**config.mk**
```make
export PLATFORM = sky130hd
export DESIGN_NAME = typer_sequencer
export DESIGN_NICKNAME = d
export VERILOG_FILES = /design/src/rtl/typer_sequencer.sv
export SDC_FILE = /design/constraint.sdc
export NUM_CORES = 1
export LEC_CHECK = 0
export ABC_AREA = 1
export BUFFER_PORTS_ARGS = -buffer_cell sky130_fd_sc_hd__clkbuf_2
export CORE_ASPECT_RATIO = 0.5
export CORE_MARGIN = 1
export CORE_UTILIZATION = 51
export CTS_BUF_LIST = sky130_fd_sc_hd__clkbuf_8
export CTS_CLUSTER_SIZE = 14
export DETAILED_ROUTE_END_ITERATION = 8
export MAX_ROUTING_LAYER = met4
export PLACE_DENSITY = 0.86
export SYNTH_ARGS = -nofsm -noshare
export SYNTH_HDL_FRONTEND = slang
export SYNTH_SLANG_ARGS = --single-unit
```
**constraint.sdc**
```tcl
create_clock -name clk -period 2.1 [get_ports clk]
set_clock_uncertainty 0.05 [all_clocks]
set_input_delay 0.21 -clock clk [delete_from_list [all_inputs] [get_ports clk]]
set_output_delay 0.21 -clock clk [all_outputs]
set_load 0.005 [all_outputs]
```
**src/rtl/typer_sequencer.sv**
```systemverilog
// Multi-cycle R-type sequencer: fetch over req/ack, decode, exec, writeback.
// Optional busy-cycle counter enabled by defining TYPER_SEQ_CYCLE_CNT_EN.
module typer_sequencer #(
   parameter int ADDR_W = 8,
   parameter int CNT_W  = 16
) (
   input  logic              clk,
   input  logic              rst,
   input  logic              start,
   output logic              imem_req,
   output logic [ADDR_W-1:0] imem_addr,
   input  logic              imem_ack,
   input  logic [31:0]       imem_rdata,
   output logic [31:0]       instr_out,
   output logic              br_we,
   output logic [2:0]        alu_ctrl,
   output logic              mem_we,
   output logic              mem_re,
   output logic              wb_sel,
   output logic              busy,
   output logic              done,
   output logic              illegal,
   output logic [CNT_W-1:0]  instr_count,
   output logic [CNT_W-1:0]  cycle_count
);

   localparam logic [2:0] IDLE   = 3'd0;
   localparam logic [2:0] FETCH  = 3'd1;
   localparam logic [2:0] DECODE = 3'd2;
   localparam logic [2:0] EXEC   = 3'd3;
   localparam logic [2:0] WB     = 3'd4;
   localparam logic [2:0] HALT   = 3'd5;

   logic [2:0]        state_reg;
   logic [ADDR_W-1:0] pc_reg;
   logic [31:0]       ir_reg;
   logic [2:0]        alu_reg;
   logic              done_reg;
   logic              illegal_reg;
   logic [CNT_W-1:0]  icnt_reg;

   logic [5:0] opcode;
   logic [5:0] funct;
   logic       dec_legal;
   logic [2:0] dec_alu;

   assign opcode = ir_reg[31:26];
   assign funct  = ir_reg[5:0];

   // Only opcode 0 carries a funct; shamt is never looked at.
   always_comb begin
      dec_legal = 1'b0;
      dec_alu   = 3'b000;
      if (opcode == 6'b000000) begin
         dec_legal = 1'b1;
         case (funct)
            6'b100000: dec_alu = 3'b010;
            6'b100010: dec_alu = 3'b110;
            6'b100100: dec_alu = 3'b000;
            6'b100101: dec_alu = 3'b001;
            6'b101010: dec_alu = 3'b111;
            default:   dec_legal = 1'b0;
         endcase
      end
   end

   always_ff @(posedge clk) begin
      if (rst) begin
         state_reg   <= IDLE;
         pc_reg      <= '0;
         ir_reg      <= '0;
         alu_reg     <= 3'b000;
         done_reg    <= 1'b0;
         illegal_reg <= 1'b0;
         icnt_reg    <= '0;
      end else begin
         case (state_reg)
            IDLE: begin
               if (start) state_reg <= FETCH;
            end
            FETCH: begin
               if (imem_ack) begin
                  ir_reg    <= imem_rdata;
                  state_reg <= DECODE;
               end
            end
            DECODE: begin
               if (dec_legal) begin
                  alu_reg   <= dec_alu;
                  state_reg <= EXEC;
               end else begin
                  alu_reg     <= 3'b000;
                  done_reg    <= 1'b1;
                  illegal_reg <= (opcode != 6'b111111);
                  state_reg   <= HALT;
               end
            end
            EXEC: state_reg <= WB;
            WB: begin
               if (icnt_reg != '1) icnt_reg <= icnt_reg + 1'b1;
               pc_reg    <= pc_reg + 1'b1;
               state_reg <= FETCH;
            end
            HALT: begin
               if (start) begin
                  done_reg    <= 1'b0;
                  illegal_reg <= 1'b0;
                  pc_reg      <= '0;
                  state_reg   <= FETCH;
               end
            end
            default: state_reg <= IDLE;
         endcase
      end
   end

   assign imem_req    = (state_reg == FETCH);
   assign imem_addr   = pc_reg;
   assign instr_out   = ir_reg;
   // Gated by rst so a write caught in WB never lands during reset.
   assign br_we       = (state_reg == WB) && (ir_reg[15:11] != 5'd0) && !rst;
   assign alu_ctrl    = alu_reg;
   assign mem_we      = 1'b0;
   assign mem_re      = 1'b0;
   assign wb_sel      = 1'b1;
   assign busy        = (state_reg == FETCH) || (state_reg == DECODE) ||
                        (state_reg == EXEC)  || (state_reg == WB);
   assign done        = done_reg;
   assign illegal     = illegal_reg;
   assign instr_count = icnt_reg;

`ifdef TYPER_SEQ_CYCLE_CNT_EN
   logic [CNT_W-1:0] ccnt_reg;

   always_ff @(posedge clk) begin
      if (rst || (state_reg == HALT && start)) begin
         ccnt_reg <= '0;
      end else if (busy && ccnt_reg != '1) begin
         ccnt_reg <= ccnt_reg + 1'b1;
      end
   end

   assign cycle_count = ccnt_reg;
`else
   assign cycle_count = '0;
`endif

endmodule

```
* Word level (Yosys, flattened, before mapping)
Cells that the tools add are included.
Operators by class: add/subtract/negate cells 2, equal/unequal tests 16, muxes and demuxes 16, reductions and logical operators 18
Operators by type and width (count):
- 6-bit equality test (second input constant) | 5
- 16-bit by 1-bit adder with 16-bit output (second input constant) | 1
- 16-bit inequality test (second input constant) | 1
- 8-bit case mux with 2 select lines | 1
- 3-bit 2-to-1 mux | 5
- 3-bit case mux with 5 select lines | 1
- 3-bit case mux with 4 select lines | 1
- 8-bit by 1-bit adder with 8-bit output (second input constant) | 1
- 8-bit 2-to-1 mux | 1
- 2-bit AND reduction | 4
- 3-bit by 2-bit equality test with 1-bit output (second input constant) | 2
- 3-bit equality test (second input constant) | 2
- 6-bit zero test | 1
- 6-bit inequality test (second input constant) | 1
- 1-bit 2-to-1 mux | 5
- 5-bit nonzero test | 1
- 5-bit OR reduction | 1
- 2-bit by 1-bit inequality test with 1-bit output (second input constant) | 2
- 2-bit inequality test (second input constant) | 2
- 1-bit case mux with 2 select lines | 2
- 2-bit nonzero test | 2
- 3-bit by 1-bit equality test with 1-bit output (second input constant) | 1
- 3-bit zero test | 1
- 1-bit logical OR | 3
- 4 further kinds | 5
Word-level totals: register bits after elaboration 64, input port bits 36, output and inout port bits 83, logic and storage cells 59

* Longest topological paths before layout
depth in word-level cells 6, mapped depth 11, gate-level depth less buffers 10

* Worst setup path after synthesis
OpenSTA, ideal clock, no wires.
path kind flip-flop to flip-flop, from register icnt_reg[1], in the netlist instr_count[1], to register icnt_reg[13], in the netlist instr_count[13], setup time 0.132 ns, arrival time 1.398 ns, data required time 1.918 ns, setup slack 0.519 ns, cell stages (with the launch flop) 10, path buffers 1, period minus slack after synthesis 1.581 ns, cells stage by stage dfxtp_1 > ha_1 > nand2_2 > nor2_4 > nand2_2 > nor2_1 > nor2_4 > buf_2 > nand2_1 > a21oi_1
On the way: cells in the longest elaborated chain, start to end 2, elaborated cells between the ends (all ways) 3, classes of those cells add/sub: 1; eq/ne: 1; reduce/logical: 1
Ends and longest elaborated chain:
- from (decl) | RTL line 40 | logic [CNT_W-1:0] icnt_reg;
- from (signal assigned) | RTL line 100 | if (icnt_reg != '1) icnt_reg <= icnt_reg + 1'b1;
- parallel branches: the longest is 2 deep, another holds 16-bit by 1-bit adder with 16-bit output
Several ways; the timed one is not identified. A chain may end at the register's enable or synchronous reset.

* Final worst setup path
from register state_reg[2], to output port br_we
On the way: cells in the longest elaborated chain, start to end 3
Ends and longest elaborated chain:
- from (decl) | RTL line 34 | logic [2:0] state_reg;
- from (signal assigned) | RTL line 69 | state_reg <= IDLE;
- from (signal assigned) | RTL line 79 | if (start) state_reg <= FETCH;
- from (signal assigned) | RTL line 84 | state_reg <= DECODE;
- 3-bit equality test | RTL line 121 | assign br_we = (state_reg == WB) && (ir_reg[15:11] != 5'd0) && !rst;
- 1-bit logical AND (2 in a row) | RTL line 121
- to (decl) | RTL line 15 | output logic br_we,
No other way between the ends.

==> impl_metrics.toml <==
[status]
outcome = "finished clean"

[floorplanning]
io_pins = 119
die_w_microns = 113.0
die_h_microns = 57.49
initial_utilization = 0.5504
num_rows = 19
design.die.area_sq_um = 6495
core_region_area_sq_um = 5705

[setup_path]
r2r-start = "instr_count[1]$_SDFFE_PP0P_"
worstPathMaxFanout = 5
endpoint = "br_we"
start_kind = "flop"
worstSetupEndpointType = "primary output"
r2r_end = "instr_count[0]$_SDFFE_PP0P_"
critical_path_class = "flop to primary output"
rrSetupSlack_ns = 0.40
startpoint = "state_reg[2]$_SDFFE_PP0P_"
arrival_ns = 1.50
rr_worst_depth = 7
worstPathRequired_ns = 1.84

[synth]
ys_warn_count = 0
syn-cell-area_sq_um = 3141
synthFlopType = "dfxtp_1"
netlist_instances = 453
yosys_register_bits = 64
synth_edf_count = 0
ys_types = 32
ys_seq_area_frac = 0.4080
avgSynthCellArea_sq_um = 6.933
async_reset_ff_frac = 0

[cells_and_area]
area_growth_pct = 20.16
largest_reg_flops = 32
final.fill_count = 516
antenna_cells = 0
num-nets-final = 589
drive_gt1_frac = 0.2432

[power_and_ir_drop]
combPwrFrac = 0.270
switching_share = 0.3446
clockPowerShare = 0.274
p_sw_mw = 1.176
p_int_mw = 2.236
power.density_nw_per_um2 = 904.1
cellLeakagePower_nw = 1.732
ir_worst_vdd_v = 0.0006369
sequentialPowerShare = 0.455

[timing]
maxClockFrequency_ghz = 0.5676
hold_violations = 0
finalCriticalPeriod_ns = 1.762
fin_ws_ns = 0.3383
setup-tns-final_ns = 0
finalSetupViolCount = 0
slew_viol_final = 0
rsz0062_at_grt = "false"
post-route-period-util = 0.8389

[hold_path]
hp-class = "input pin to flop"

[placement]
port_buffers = 99
gp_congestion = 0.8654
dp_hpwl_mm = 5.079
dp_slack_ns = 0.4143

[cts]
ctsRootBufferMaster = "clkbuf_8"
clk_latency_ns = 0.34
cts_buffer_depth = 2
path_clk_slew_ns = 0.07
htreeDepth = 3
post_cts_resize_count = 0
cts_sinks = 64
cts_buffers = 9
post-cts-setup-buffers = 0
hold_buffers = 0
tritoncts = "done"

[route]
wl_mm = 7.107
drc = 0
ant_nets = 0
first_pass_iters = 4
wl_per_cell_microns = 11.32
vias = 3096
vias_per_cell = 4.930
drt_iter0_drc = 199

[job]
maxCapViolations = 0

[global_route]
grt_pass1_wl_mm = 11.79
grt_pass1_vias = 2660
grt_max_degree = 30
grt_overflow = 0
track_usage = 0.2429
antenna_found_initial = 0
-- how the worst min path moves through the flow --
stage	slack [ns]	start	cells past startpoint	end
3_3_place_gp	0.40	alu_ctrl[1]$_SDFFE_PP0N_	2	alu_ctrl[1]$_SDFFE_PP0N_
3_5_place_dp	0.41	illegal$_SDFFE_PP0P_	2	illegal$_SDFFE_PP0P_
5_1_grt	0.06	imem_rdata[15]	3	instr_out[15]$_SDFFE_PP0P_
4_1_cts	0.04	imem_rdata[19]	3	instr_out[19]$_SDFFE_PP0P_
2_1_floorplan	0.23	rst	1	instr_count[2]$_SDFFE_PP0P_
6_report	0.06	imem_rdata[19]	3	instr_out[19]$_SDFFE_PP0P_
-- cells in the mapped netlist, types with 2 or more instances --
| library cell | count | area (sq um) |
|---|---|---|
| a21oi_1 | 29 | 145.1 |
| buf_2 | 2 | 10.01 |
| buf_4 | 19 | 142.6 |
| buf_6 | 3 | 33.78 |
| clkbuf_1 | 8 | 30.03 |
| conb_1 | 2 | 7.510 |
| dfxtp_1 | 64 | 1281 |
| ha_1 | 2 | 25.02 |
| inv_1 | 30 | 112.6 |
| inv_2 | 4 | 15.01 |
| nand2_1 | 91 | 341.6 |
| nand2_2 | 6 | 37.54 |
| nand3_1 | 20 | 100.1 |
| nand4_1 | 14 | 87.58 |
| nor2_1 | 88 | 330.3 |
| nor2_2 | 2 | 12.51 |
| nor2_4 | 3 | 33.78 |
| nor3_1 | 5 | 25.02 |
| o21ai_0 | 43 | 215.2 |
| xnor2_1 | 2 | 17.52 |
| xor2_1 | 5 | 43.79 |
-- metal layers --
metal / routed length (microns) / track usage / part of all wire / up-vias
met4: 73 / 0.09023 / 0.010 / 0
met3: 562 / 0.09671 / 0.079 / 6
met5: 0 / - / 0 / -
li1: - / - / - / 1628
met1: 3335 / 0.2950 / 0.47 / 1352
met2: 3135 / 0.3668 / 0.44 / 110
-- stage by stage --
step	total power [mW]	area [sq um]	hold slack (ns)	cells	utilization
floorplan	2.200	3204	0.2291	470	-
global placement	2.476	3601	0.4040	613	0.6311
detailed placement	2.501	3601	0.4091	613	0.6311
CTS	3.441	3774	0.04297	628	0.6614
global route	3.650	3774	0.06298	628	0.6614
finish	3.412	3774	0.05542	628	0.6614
-- cells by family (layout without fill, tap and decap cells) --
logic type               count (synthesis)  in the layout  synth area share
AND/OR/NAND/NOR                        233            233            0.3199
adder cells (fa/ha/maj)                  2              2          0.007967
flip-flops                              64             64            0.4080
buffers and inverters                   67            152            0.1108
other                                    2             19          0.002391
XOR/XNOR                                 7              7           0.01952
AO/OA/AOI/OAI                           78             78            0.1315
-- worst max-delay path: stages, from the launching register on --
cell and delay [ns]:
dfxtp_1 0.40, nand2_2 0.11, nor2_4 0.18, inv_2 0.12, a211oi_1 0.19, clkbuf_2 0.16
-- cell usage in the layout (no fill, tap or decap), types with 5 or more instances in the layout --
cell type   n
nor2_1     88
nand4_1    14
conb_1     19
nand3_1    20
inv_1      31
o21ai_0    43
nand2_2     6
xor2_1      5
clkbuf_8   11
nand2_1    91
a21oi_1    29
nor3_1      5
dfxtp_1    64
clkbuf_2   99
-- power groups by stage --
stage	Clock (mW)	Combinational [mW]	Sequential, mW
floorplan	0	0.632	1.57
detailed placement	0	0.923	1.58
global route	1.02	1.06	1.58
CTS	0.960	0.929	1.55
finish	0.936	0.922	1.55
global placement	0	0.903	1.57
-- cell type report --
cell class                      instances  area [sq um]  share of cell area
Multi-Input combinational cell        339          1575              0.4174
Tap cell                               73         91.34             0.02420
Sequential cell                        64          1281              0.3395
Timing Repair Buffer                  103         525.5              0.1393
Inverter                               34         127.6             0.03382
Clock buffer                           11         151.4             0.04012
Clock inverter                          4         21.27            0.005637
(Power assumes the default switching activity.)
